File: config.mk
export PLATFORM = sky130hd
export DESIGN_NAME = fire_control_flat
export DESIGN_NICKNAME = d
export VERILOG_FILES = /design/src/rtl/fire_control_if.sv /design/src/rtl/fire_control.sv /design/src/flat_wrapper.sv
export SDC_FILE = /design/constraint.sdc
export NUM_CORES = 1
export LEC_CHECK = 0
export CORE_ASPECT_RATIO = 2
export CORE_MARGIN = 4
export CORE_UTILIZATION = 57
export DETAILED_ROUTE_END_ITERATION = 12
export PLACE_DENSITY = 0.85
export SETUP_SLACK_MARGIN = 0.05
export SLEW_MARGIN = 25
export SYNTH_ARGS = -nofsm -noshare
export SYNTH_HDL_FRONTEND = slang
export SYNTH_SLANG_ARGS = --single-unit
File: constraint.sdc
create_clock -name clk -period 6.68 [get_ports clk]
set_input_delay 0.668 -clock clk [delete_from_list [all_inputs] [get_ports clk]]
set_output_delay 0.668 -clock clk [all_outputs]
set_load 0.01 [all_outputs]
File: src/rtl/fire_control_if.sv
// Bundle between the fire-request stage and its environment: keyboard/frame inputs,
// the mover's in-flight flag, and the fire request plus status outputs.
interface fire_control_if;
    logic [9:0]  keyIsPressed;
    logic        startOfFrame;
    logic        enable_sof;
    logic        proj_active;
    logic        fire_out;
    logic        busy;
    logic [3:0]  ammo;
    logic [15:0] shots_fired;
    logic        dry_fire;

    // Driver side: keyboard, frame timing and mover feedback.
    modport master (
        output keyIsPressed, startOfFrame, enable_sof, proj_active,
        input  fire_out, busy, ammo, shots_fired, dry_fire
    );

    // fire_control side.
    modport slave (
        input  keyIsPressed, startOfFrame, enable_sof, proj_active,
        output fire_out, busy, ammo, shots_fired, dry_fire
    );
endinterface

File: src/rtl/fire_control.sv
// Fire-request stage ahead of the projectile mover: edge/level fire detection, a limited
// ammo pool refilled one round per RELOAD_FRAMES ticks, a fire timeout, and a post-shot
// cooldown so a held key cannot machine-gun.
module fire_control #(
    parameter int unsigned FIRE_KEY            = 8,
    parameter int unsigned MAX_AMMO            = 5,
    parameter int unsigned RELOAD_FRAMES       = 60,
    parameter int unsigned COOLDOWN_FRAMES     = 8,
    parameter int unsigned FIRE_TIMEOUT_FRAMES = 2,
    parameter bit          AUTO_FIRE           = 1'b0
) (
    input  logic          clk,
    input  logic          resetN,
    fire_control_if.slave bus
);

    localparam logic [3:0] AmmoMax     = 4'(MAX_AMMO);
    localparam logic [7:0] ReloadLast  = 8'(RELOAD_FRAMES - 1);
    localparam logic [7:0] TimeoutLast = 8'(FIRE_TIMEOUT_FRAMES - 1);
    // Guarded so a zero cooldown does not wrap; that case bypasses the counter anyway.
    localparam logic [7:0] CoolLast    = (COOLDOWN_FRAMES == 0) ? 8'd0 : 8'(COOLDOWN_FRAMES - 1);

    typedef enum logic [1:0] {IdleSt, FireSt, FlightSt, CooldownSt} state_e;

    state_e      state_q, state_d;
    logic [7:0]  frame_cnt_q, frame_cnt_d;
    logic [7:0]  reload_cnt_q, reload_cnt_d;
    logic [3:0]  ammo_q, ammo_d;
    logic [15:0] shots_q;
    logic        key_prev_q;
    logic        fire_q, busy_q, dry_q;

    logic key, press, tick, accept, dry, reload_hit;
    logic keys_unused;

    assign key         = bus.keyIsPressed[FIRE_KEY];
    assign keys_unused = ^bus.keyIsPressed;
    assign press       = AUTO_FIRE ? key : (key & ~key_prev_q);
    assign tick        = bus.startOfFrame & bus.enable_sof;

    // Shot lifecycle: next state, frame counter, accept / dry-fire decisions.
    always_comb begin
        state_d     = state_q;
        frame_cnt_d = frame_cnt_q;
        accept      = 1'b0;
        dry         = 1'b0;
        unique case (state_q)
            IdleSt: begin
                if (press && bus.enable_sof) begin
                    if (ammo_q != 4'd0) begin
                        accept      = 1'b1;
                        state_d     = FireSt;
                        frame_cnt_d = 8'd0;
                    end else begin
                        dry = 1'b1;
                    end
                end
            end
            FireSt: begin
                // The mover picking up the shot wins over a coincident timeout tick.
                if (bus.proj_active) begin
                    state_d = FlightSt;
                end else if (tick) begin
                    if (frame_cnt_q == TimeoutLast) begin
                        state_d     = CooldownSt;
                        frame_cnt_d = 8'd0;
                    end else begin
                        frame_cnt_d = frame_cnt_q + 8'd1;
                    end
                end
            end
            FlightSt: begin
                if (!bus.proj_active) begin
                    state_d     = CooldownSt;
                    frame_cnt_d = 8'd0;
                end
            end
            CooldownSt: begin
                if (COOLDOWN_FRAMES == 0) begin
                    state_d = IdleSt;
                end else if (tick) begin
                    if (frame_cnt_q == CoolLast) begin
                        state_d     = IdleSt;
                        frame_cnt_d = 8'd0;
                    end else begin
                        frame_cnt_d = frame_cnt_q + 8'd1;
                    end
                end
            end
            default: state_d = IdleSt;
        endcase
    end

    // Ammo pool and reload timer; a reload and a consume in the same cycle cancel out.
    always_comb begin
        reload_hit   = tick && (ammo_q < AmmoMax) && (reload_cnt_q == ReloadLast);
        ammo_d       = ammo_q;
        reload_cnt_d = reload_cnt_q;
        if (ammo_q >= AmmoMax) begin
            reload_cnt_d = 8'd0;
        end else if (tick) begin
            reload_cnt_d = reload_hit ? 8'd0 : reload_cnt_q + 8'd1;
        end
        if (accept && !reload_hit) begin
            ammo_d = ammo_q - 4'd1;
        end else if (reload_hit && !accept) begin
            ammo_d = ammo_q + 4'd1;
        end
    end

    // All state and registered outputs.
    always_ff @(posedge clk or negedge resetN) begin
        if (!resetN) begin
            state_q      <= IdleSt;
            frame_cnt_q  <= 8'd0;
            reload_cnt_q <= 8'd0;
            ammo_q       <= AmmoMax;
            shots_q      <= 16'd0;
            key_prev_q   <= 1'b0;
            fire_q       <= 1'b0;
            busy_q       <= 1'b0;
            dry_q        <= 1'b0;
        end else begin
            state_q      <= state_d;
            frame_cnt_q  <= frame_cnt_d;
            reload_cnt_q <= reload_cnt_d;
            ammo_q       <= ammo_d;
            shots_q      <= accept ? shots_q + 16'd1 : shots_q;
            key_prev_q   <= key;
            fire_q       <= (state_d == FireSt);
            busy_q       <= (state_d != IdleSt);
            dry_q        <= dry;
        end
    end

    assign bus.fire_out    = fire_q;
    assign bus.busy        = busy_q;
    assign bus.ammo        = ammo_q;
    assign bus.shots_fired = shots_q;
    assign bus.dry_fire    = dry_q;

endmodule

File: src/flat_wrapper.sv
// flat-port wrapper written by rule: the top's interface ports become plain ports
module fire_control_flat 
#(
    parameter int unsigned FIRE_KEY            = 8,
    parameter int unsigned MAX_AMMO            = 5,
    parameter int unsigned RELOAD_FRAMES       = 60,
    parameter int unsigned COOLDOWN_FRAMES     = 8,
    parameter int unsigned FIRE_TIMEOUT_FRAMES = 2,
    parameter bit          AUTO_FIRE           = 1'b0
)
  (clk, resetN, bus_keyIsPressed, bus_startOfFrame, bus_enable_sof, bus_proj_active, bus_fire_out, bus_busy, bus_ammo, bus_shots_fired, bus_dry_fire);
  fire_control_if bus_i ();
  input  logic clk;
  input  logic resetN;
  input wire logic [$bits(bus_i.keyIsPressed)-1:0] bus_keyIsPressed;
  input wire logic [$bits(bus_i.startOfFrame)-1:0] bus_startOfFrame;
  input wire logic [$bits(bus_i.enable_sof)-1:0] bus_enable_sof;
  input wire logic [$bits(bus_i.proj_active)-1:0] bus_proj_active;
  output wire logic [$bits(bus_i.fire_out)-1:0] bus_fire_out;
  output wire logic [$bits(bus_i.busy)-1:0] bus_busy;
  output wire logic [$bits(bus_i.ammo)-1:0] bus_ammo;
  output wire logic [$bits(bus_i.shots_fired)-1:0] bus_shots_fired;
  output wire logic [$bits(bus_i.dry_fire)-1:0] bus_dry_fire;
  assign bus_i.keyIsPressed = bus_keyIsPressed;
  assign bus_i.startOfFrame = bus_startOfFrame;
  assign bus_i.enable_sof = bus_enable_sof;
  assign bus_i.proj_active = bus_proj_active;
  assign bus_fire_out = bus_i.fire_out;
  assign bus_busy = bus_i.busy;
  assign bus_ammo = bus_i.ammo;
  assign bus_shots_fired = bus_i.shots_fired;
  assign bus_dry_fire = bus_i.dry_fire;
  fire_control #(.FIRE_KEY(FIRE_KEY), .MAX_AMMO(MAX_AMMO), .RELOAD_FRAMES(RELOAD_FRAMES), .COOLDOWN_FRAMES(COOLDOWN_FRAMES), .FIRE_TIMEOUT_FRAMES(FIRE_TIMEOUT_FRAMES), .AUTO_FIRE(AUTO_FIRE)) u_core (.clk(clk), .resetN(resetN), .bus(bus_i));
endmodule
-- After elaboration in Yosys (flattened, before gate mapping)
Cells that the tools add are included.
- $add $sub $neg: 5
- $lt $le $gt $ge: 2
- eq/ne operators: 13
- mux-type cells: 29
- bitwise gates (word level): 3
- reduce and logical (&&, ||, !) cells: 13
- operators by type and width (cell ; count):
    $mux 8 ; 11
    $pmux 8 s4 ; 1
    $add 16x1->16 const B ; 1
    $add 8x1->8 const B ; 2
    $mux 2 ; 8
    $eq 8x1->1 const B ; 1
    $eq 8x3->1 const B ; 1
    $eq 8x6->1 const B ; 1
    $mux 4 ; 2
    $ne 2x1->1 const B ; 4
    $pmux 2 s4 ; 1
    $mux 1 ; 6
    $reduce_and 6->1 ; 1
    $reduce_bool 2->1 ; 3
    $logic_and 1x1->1 ; 5
    $add 4x1->4 const B ; 1
    $eq 2x1->1 const B ; 2
    $eq 2x2->1 const B ; 2
    $ge 4x3->1 const B ; 1
    $lt 4x3->1 const B ; 1
    $ne 2x2->1 const B ; 2
    $reduce_bool 4->1 ; 1
    $sub 4x1->4 const B ; 1
    $and 1x1->1 ; 2
    3 further kinds ; 4
- flip-flop bits (word level): 42
- bits of input ports: 15
- output and inout bits: 23
- logic and storage cells: 74

-- Logic depth before layout (Yosys ltp)
Gate-level depths: netlist (run 1).
- depth after elaboration: 9
- gate-level depth with buffers: 11
- mapped depth without buffers: 10

-- Worst setup path after synthesis (run 1)
OpenSTA, ideal clock, no wires.
- path type: register to register
- start: register u_core.reload_cnt_q[0]
- end: register u_core.ammo_q[3], in the netlist u_core.bus.ammo[3]
- library setup time: 0.080 ns
- arrival: 2.578 ns
- required time: 6.600 ns
- path slack: 4.021 ns
- cell stages (with the launch flop): 12
- path buffers: 1
- period minus slack after synthesis: 2.659 ns
- path through: dfrtp_1 ha_1 nand4b_1 or4_1 clkbuf_1 nand2b_1 ha_1 ha_1 a21o_1 a21oi_1 mux2i_1 xnor2_1
- cells in the longest elaborated chain, start to end: 5
- elaborated cells on any way between the ends: 7
- classes of those cells: 1 x eq/ne; 1 x mux; 5 x reduce/logical
- RTL lines (element ; RTL line ; RTL):
    start: declaration ; fire_control.sv:27 ; logic [7:0] reload_cnt_q, reload_cnt_d;
    start signal: assignment ; fire_control.sv:126 ; reload_cnt_q <= reload_cnt_d;
    $eq 8x6->1 (*) ; fire_control.sv:96 ; reload_hit = tick && (ammo_q < AmmoMax) && (reload_cnt_q == ReloadLast);
    $logic_and 1x1->1 (*) ; fire_control.sv:96 ;
    $logic_not 1->1 ; fire_control.sv:104 ; if (accept && !reload_hit) begin
    $logic_and 1x1->1 ; fire_control.sv:104 ;
    $mux 4 or $reduce_bool 2->1 (tied branches) ; n/a ;
    end signal: assignment ; fire_control.sv:117 ; ammo_q <= AmmoMax;
    end signal: assignment ; fire_control.sv:127 ; ammo_q <= ammo_d;
    end: declaration ; fire_control.sv:28 ; logic [3:0] ammo_q, ammo_d;
Mark *: on every way between the ends. The rest lies on a longest branch, timed or not.
A chain may end at the register's enable or synchronous reset.

-- Worst setup path in the final report (run 1)
Ends and elaborated chain as after synthesis.

==> impl_metrics.yaml, run 1 <==
floorplan:
  die_y_um: 96.92
  core_um2: 3844
  start_util_pct: 58.63
  die_w_um: 52.46
  row_count: 32
  die_area_um2: 5084
  ios: 38
timing:
  hold_viol_final: 0
  whs_ps: 357.7
  slew_headroom_pct: 43.01
  finalSetupViolations: 0
  period_share_pct: 43.63
  final.min_clock_period_ps: 2914
  fin_tns_setup_ps: 0
  worst_slack_ps: 3766
  max_freq_ghz: 0.3431
  rsz0062_at_grt: "no"
  drv_slew: 0
  finClkSkew_ps: 7.491
  worstMarginPinSlew_ps: 849.7
detailed_routing:
  detail-route-antenna-nets: 0
  wirelength_mm: 4.666
  post-route-drc-count: 0
  via_count: 1810
  wl_per_cell_um: 15.66
  via_per_inst: 6.074
  dr.pass1.iters: 4
  drt_iter0_markers: 40
placement:
  detailed_place.area_um2: 2570
  pre_cts_slack_ps: 3544
  port_buffers: 28
  dp_hpwl_mm: 3.333
  place_inst: 290
  routabilityCongestion: 0.8172
finish:
  instances_no_fill: 298
  drive_above_1_share_pct: 9.312
  n_antenna_cell: 0
  area.growth.synth_to_final_pct: 18.38
  fill_cells: 310
  design_area_um2: 2668
  final_nets: 269
  final_core_util_pct: 69.40
pwr:
  power_density_nw_per_um2: 232.3
  power_mw: 0.6196
  switching_power_mw: 0.1883
  p_comb_share_pct: 21.1
  pwr-share-seq_pct: 51.6
  swShare_pct: 30.40
  p_leak_nw: 1.106
  vdd_drop_max_mv: 0.1812
  clkPwrFrac_pct: 27.3
  p_int_mw: 0.4312
cts:
  cts.repair.resized: 0
  clkSlewWorstSetupHoldPaths_ps: 80
  cts_setup_buffers: 0
  clockBufferDepth: 2
  cts_hold_buf: 0
  clock-sinks: 42
  clockRootBuffer: "clkbuf_8"
  cts_tree: "built"
  htreeDepth: 2
  cts_made_buffers: 5
  insertion_delay_ps: 290
setup_path:
  timing.rr.end: "u_core.bus.ammo[3]$_DFFE_PN0P_"
  path_max_fanout: 11
  reg2reg_slack_ps: 3770
  rr_worst_depth: 10
  cpPeakStageDelay_ps: 620
  worst_setup_path_start_kind: "flop"
  required_ps: 6900
  path_common_cell: "ha_1"
  path_depth: 10
  criticalPathCategory: "flop to flop"
  crit_family: "simple AND/OR/NAND/NOR gates"
  arrival_ps: 3130
  slowest_stage: "or4_1"
  r2r-start: "u_core.reload_cnt_q[0]$_DFFE_PN0P_"
  crit_chain: "ha_1 -> nand4b_1 -> or4_1 -> nand2b_1 -> ha_1 -> ha_1 -> a21o_1 -> a21oi_1 -> mux2i_1 -> xnor2_1"
  endpoint_kind: "flop"
  critPathBufInv: 0
synthesis:
  synth_top_area_share_pct: 44.42
  synthTopCellsByCount: "dfrtp_1, xnor2_1, nand4_1"
  synthArstFlopShare_pct: 100.0
  ys_seq_area_share_pct: 46.75
  synth_area_leaders: "dfrtp_1, xnor2_1, ha_1, nand4_1, dfstp_2"
  synth_edf_count: 0
  synth_top_area_cell: "dfrtp_1"
  yosysWarningCount: 0
  synth_area_um2: 2253
  ys_types: 50
  syn_area_per_cell_um2: 10.24
  yosys_register_bits: 42
  syn-instance-count: 220
  synth.most_common_cell: "dfrtp_1"
  ys.flop_type: "dfrtp_1"
  synth_nets: 243
job:
  max_cap_violations: 0
global_route:
  track_usage_pct: 20.74
  grt-ovfl-total: 0
  grt_start_max_net_pins: 43
  grt_pass1_vias: 1894
  antenna_found_initial: 0
  grt_pass1_wl_mm: 8.231
hold_path:
  hold_class: "input pin to asynchronous set/reset pin"
status:
  status: "complete, no violations"
==> sequential cells by signal (all words and copies together) (netlist names) <==
signal,count
u_core.reload_cnt_q,8
u_core.key_prev_q,1
u_core.bus.ammo,4
u_core.frame_cnt_q,8
u_core.state_q,2
u_core.bus.shots_fired,16
u_core.bus.dry_fire,1
u_core.bus.fire_out,1
u_core.bus.busy,1
==> power by group through the flow <==
stage	sequential [mW]	combinational (mW)	clock (mW)
after floorplan	0.318	0.0863	0
after global placement	0.322	0.127	0
after detailed placement	0.324	0.131	0
after CTS	0.319	0.132	0.177
after global routing	0.327	0.147	0.187
final	0.320	0.131	0.169
==> final cells by class <==
type                    instances  area [µm²]  area share (%)
flip-flops and latches         42        1054           39.49
clock buffers                   6       82.58           3.096
multi-input cells             157        1125           42.17
repair buffers                 30       292.8           10.98
clock inverters                 2       12.51          0.4690
well taps                      51       63.81           2.392
inverters                      10       37.54           1.407
==> how the worst max path moves through the flow <==
| stage | start | to | slack [ps] |
|---|---|---|---|
| after floorplan | u_core.reload_cnt_q[0]$_DFFE_PN0P_ | u_core.bus.ammo[3]$_DFFE_PN0P_ | 4020 |
| after global placement | bus_enable_sof | u_core.bus.ammo[3]$_DFFE_PN0P_ | 3580 |
| after detailed placement | bus_enable_sof | u_core.bus.ammo[3]$_DFFE_PN0P_ | 3540 |
| after CTS | u_core.reload_cnt_q[0]$_DFFE_PN0P_ | u_core.bus.ammo[3]$_DFFE_PN0P_ | 3750 |
| after global routing | u_core.reload_cnt_q[0]$_DFFE_PN0P_ | u_core.bus.ammo[3]$_DFFE_PN0P_ | 3580 |
| final | u_core.reload_cnt_q[0]$_DFFE_PN0P_ | u_core.bus.ammo[3]$_DFFE_PN0P_ | 3770 |
==> cell families after synthesis <==
group / synth area share, %
mux: 2.277
xor+xnor: 6.996
simple gates: 22.38
fa+ha+maj: 4.775
compound gates: 13.21
buf+inv: 3.609
flops: 46.75
==> worst reg2reg max path, cell delays in order (launching register included) <==
cell and delay [ps]:
dfrtp_1 400, ha_1 240, nand4b_1 130, or4_1 620
nand2b_1 230, ha_1 230, ha_1 290, a21o_1 180
a21oi_1 180, mux2i_1 230, xnor2_1 130
==> metal layers <==
layer  part of all wire, %  track usage (%)
met1                    40            23.88
met2                    55            35.54
met3                   3.1            2.773
met4                   2.0            10.63
met5                     0                0
==> cell usage in the layout, fill, tap and decap left out, drive strengths merged, types with 7 or more instances in the layout <==
cell type,synthesis,routed
ha,7,7
clkdlybuf4s50,0,27
nand4,14,14
and3,8,8
xnor2,16,16
dfrtp,40,40
nand2,13,13
o21ai,10,10
nand3,10,10
inv,10,10
No activity file was read; power rests on OpenSTA's default activity.
==> inputs of run 2 (changes only) <==
CORE_UTILIZATION = 53   (was 57)
PLACE_DENSITY = 0.8   (was 0.85)
clock period = 2.7 ns   (was 6.68 ns; I/O delays follow)
==> run 2 against run 1 <==
Compared with the run above:
- clock-buffer cell count fell by 1
- critical path depth stayed put
- final cell count grew 3.4%
- non-clock buffer count rose by 9
- clock skew is essentially flat
- utilization decreased by 2.0 points
- combinational power rose to 2.8 times the previous value
- critical path type unchanged
==> impl_metrics.yaml, run 2 (synthesized netlist as in run 1, its figures left out) <==
status:
  status: "complete, no violations"
setup_path:
  slowest_stage: "or4_1"
  cpPeakStageDelay_ps: 410
  crit_chain: "ha_2 -> nand4b_1 -> or4_1 -> nand2b_1 -> ha_2 -> ha_1 -> a21o_1 -> a21oi_2 -> mux2i_1 -> xnor2_1"
  required_ps: 2920
  crit_family: "simple AND/OR/NAND/NOR gates"
  path_max_fanout: 3
  worst_setup_path_start_kind: "flop"
  arrival_ps: 2740
  criticalPathCategory: "flop to flop"
  endpoint_kind: "flop"
  path_common_cell: "ha_2"
  critPathBufInv: 0
detailed_routing:
  drt_iter0_markers: 69
  via_count: 1840
  wirelength_mm: 4.867
  dr.pass1.iters: 4
  wl_per_cell_um: 15.80
  detail-route-antenna-nets: 0
  post-route-drc-count: 0
  via_per_inst: 5.974
timing:
  final.min_clock_period_ps: 2517
  finalSetupViolations: 0
  max_freq_ghz: 0.3973
  period_share_pct: 93.21
  drv_slew: 0
  worst_slack_ps: 183.2
  finClkSkew_ps: 7.696
  whs_ps: 107.0
  rsz0062_at_grt: "no"
  slew_headroom_pct: 35.46
  worstMarginPinSlew_ps: 962.3
  hold_viol_final: 0
  fin_tns_setup_ps: 0
pwr:
  p_leak_nw: 1.159
  p_int_mw: 1.158
  p_comb_share_pct: 22.1
  vdd_drop_max_mv: 0.6153
  power_mw: 1.644
  switching_power_mw: 0.4865
  swShare_pct: 29.58
  pwr-share-seq_pct: 47.9
  clkPwrFrac_pct: 30.0
  power_density_nw_per_um2: 596.6
floorplan:
  ios: 38
  start_util_pct: 55.13
  die_w_um: 54.11
  die_y_um: 100.2
  core_um2: 4088
  die_area_um2: 5422
  row_count: 33
cts:
  clockRootBuffer: "clkbuf_8"
  cts_tree: "built"
  insertion_delay_ps: 300
  htreeDepth: 2
  clkSlewWorstSetupHoldPaths_ps: 80
  clockBufferDepth: 2
  cts_made_buffers: 5
  cts_hold_buf: 0
  clock-sinks: 42
placement:
  pre_cts_slack_ps: 72.51
  place_inst: 297
  port_buffers: 28
  detailed_place.area_um2: 2616
  routabilityCongestion: 0.7747
  dp_hpwl_mm: 3.470
finish:
  largest_reg_flops: 16
  final_common_cell: "dfrtp_1"
  mostFrequentLayoutCells: "dfrtp_1, clkdlybuf4s50_1, xnor2_1"
  drive_above_1_share_pct: 13.67
  area.growth.synth_to_final_pct: 22.32
  instances_no_fill: 308
  final_core_util_pct: 67.43
  final_nets: 278
  design_area_um2: 2756
  n_antenna_cell: 0
global_route:
  grt-ovfl-total: 0
  antenna_found_initial: 0
  track_usage_pct: 19.81
  grt_pass1_wl_mm: 8.052
  grt_pass1_vias: 1790
  grt_start_max_net_pins: 43
job:
  max_cap_violations: 0
hold_path:
  hold_class: "input pin to asynchronous set/reset pin"
-- run 2: power groups by stage --
stage / clock network [mW] / logic, mW / registers (mW)
4_1_cts: 0.509 / 0.339 / 0.788
3_3_place_gp: 0 / 0.321 / 0.796
2_1_floorplan: 0 / 0.213 / 0.787
3_5_place_dp: 0 / 0.337 / 0.800
6_report: 0.494 / 0.363 / 0.787
5_1_grt: 0.525 / 0.410 / 0.800
-- run 2: area by class of cell --
type                            count  area, µm²
Fill cell                         310       1331
Multi-Input combinational cell    157       1134
Sequential cell                    42       1054
Timing Repair Buffer               39      357.8
Clock buffer                        5      68.82
Tap cell                           52      65.06
Clock inverter                      3      40.04
Inverter                           10      37.54
-- run 2: final timing paths --
kind,start,to,slack [ps],cells past startpoint
max in group asynchronous,resetN,u_core.reload_cnt_q[3]$_DFFE_PN0P_,1990,1
hold / removal,resetN,u_core.bus.shots_fired[9]$_DFFE_PN0P_,110,1
hold reg to reg,u_core.bus.shots_fired[15]$_DFFE_PN0P_,u_core.bus.shots_fired[15]$_DFFE_PN0P_,480,1
setup reg to reg,u_core.reload_cnt_q[0]$_DFFE_PN0P_,u_core.bus.ammo[3]$_DFFE_PN0P_,180,10
setup / recovery,u_core.reload_cnt_q[0]$_DFFE_PN0P_,u_core.bus.ammo[3]$_DFFE_PN0P_,180,10
min in group clk,bus_keyIsPressed[8],u_core.key_prev_q$_DFF_PN0_,440,1
-- run 2: layer usage --
metal | track usage, % | up-vias | part of all wire [%]
met5 | 0 | - | 0
met3 | 2.229 | 7 | 3.5
li1 | - | 884 | -
met2 | 36.07 | 52 | 57
met4 | 9.597 | 0 | 2.1
met1 | 21.28 | 897 | 38
-- run 2: timing repair --
| item | in CTS | in global routing |
|---|---|---|
| setup buffers | 0 | 3 |
| resized for setup | 0 | 3 |
| hold endpoints to repair | 0 | 0 |
| endpoints found under the setup margin | 0 | 1 |
==> inputs of run 3 (changes only) <==
CTS_CLUSTER_SIZE = 40   (was default)
==> results of run 3 <==
The final DEF is identical to that of run 2; final timing and power are the same.
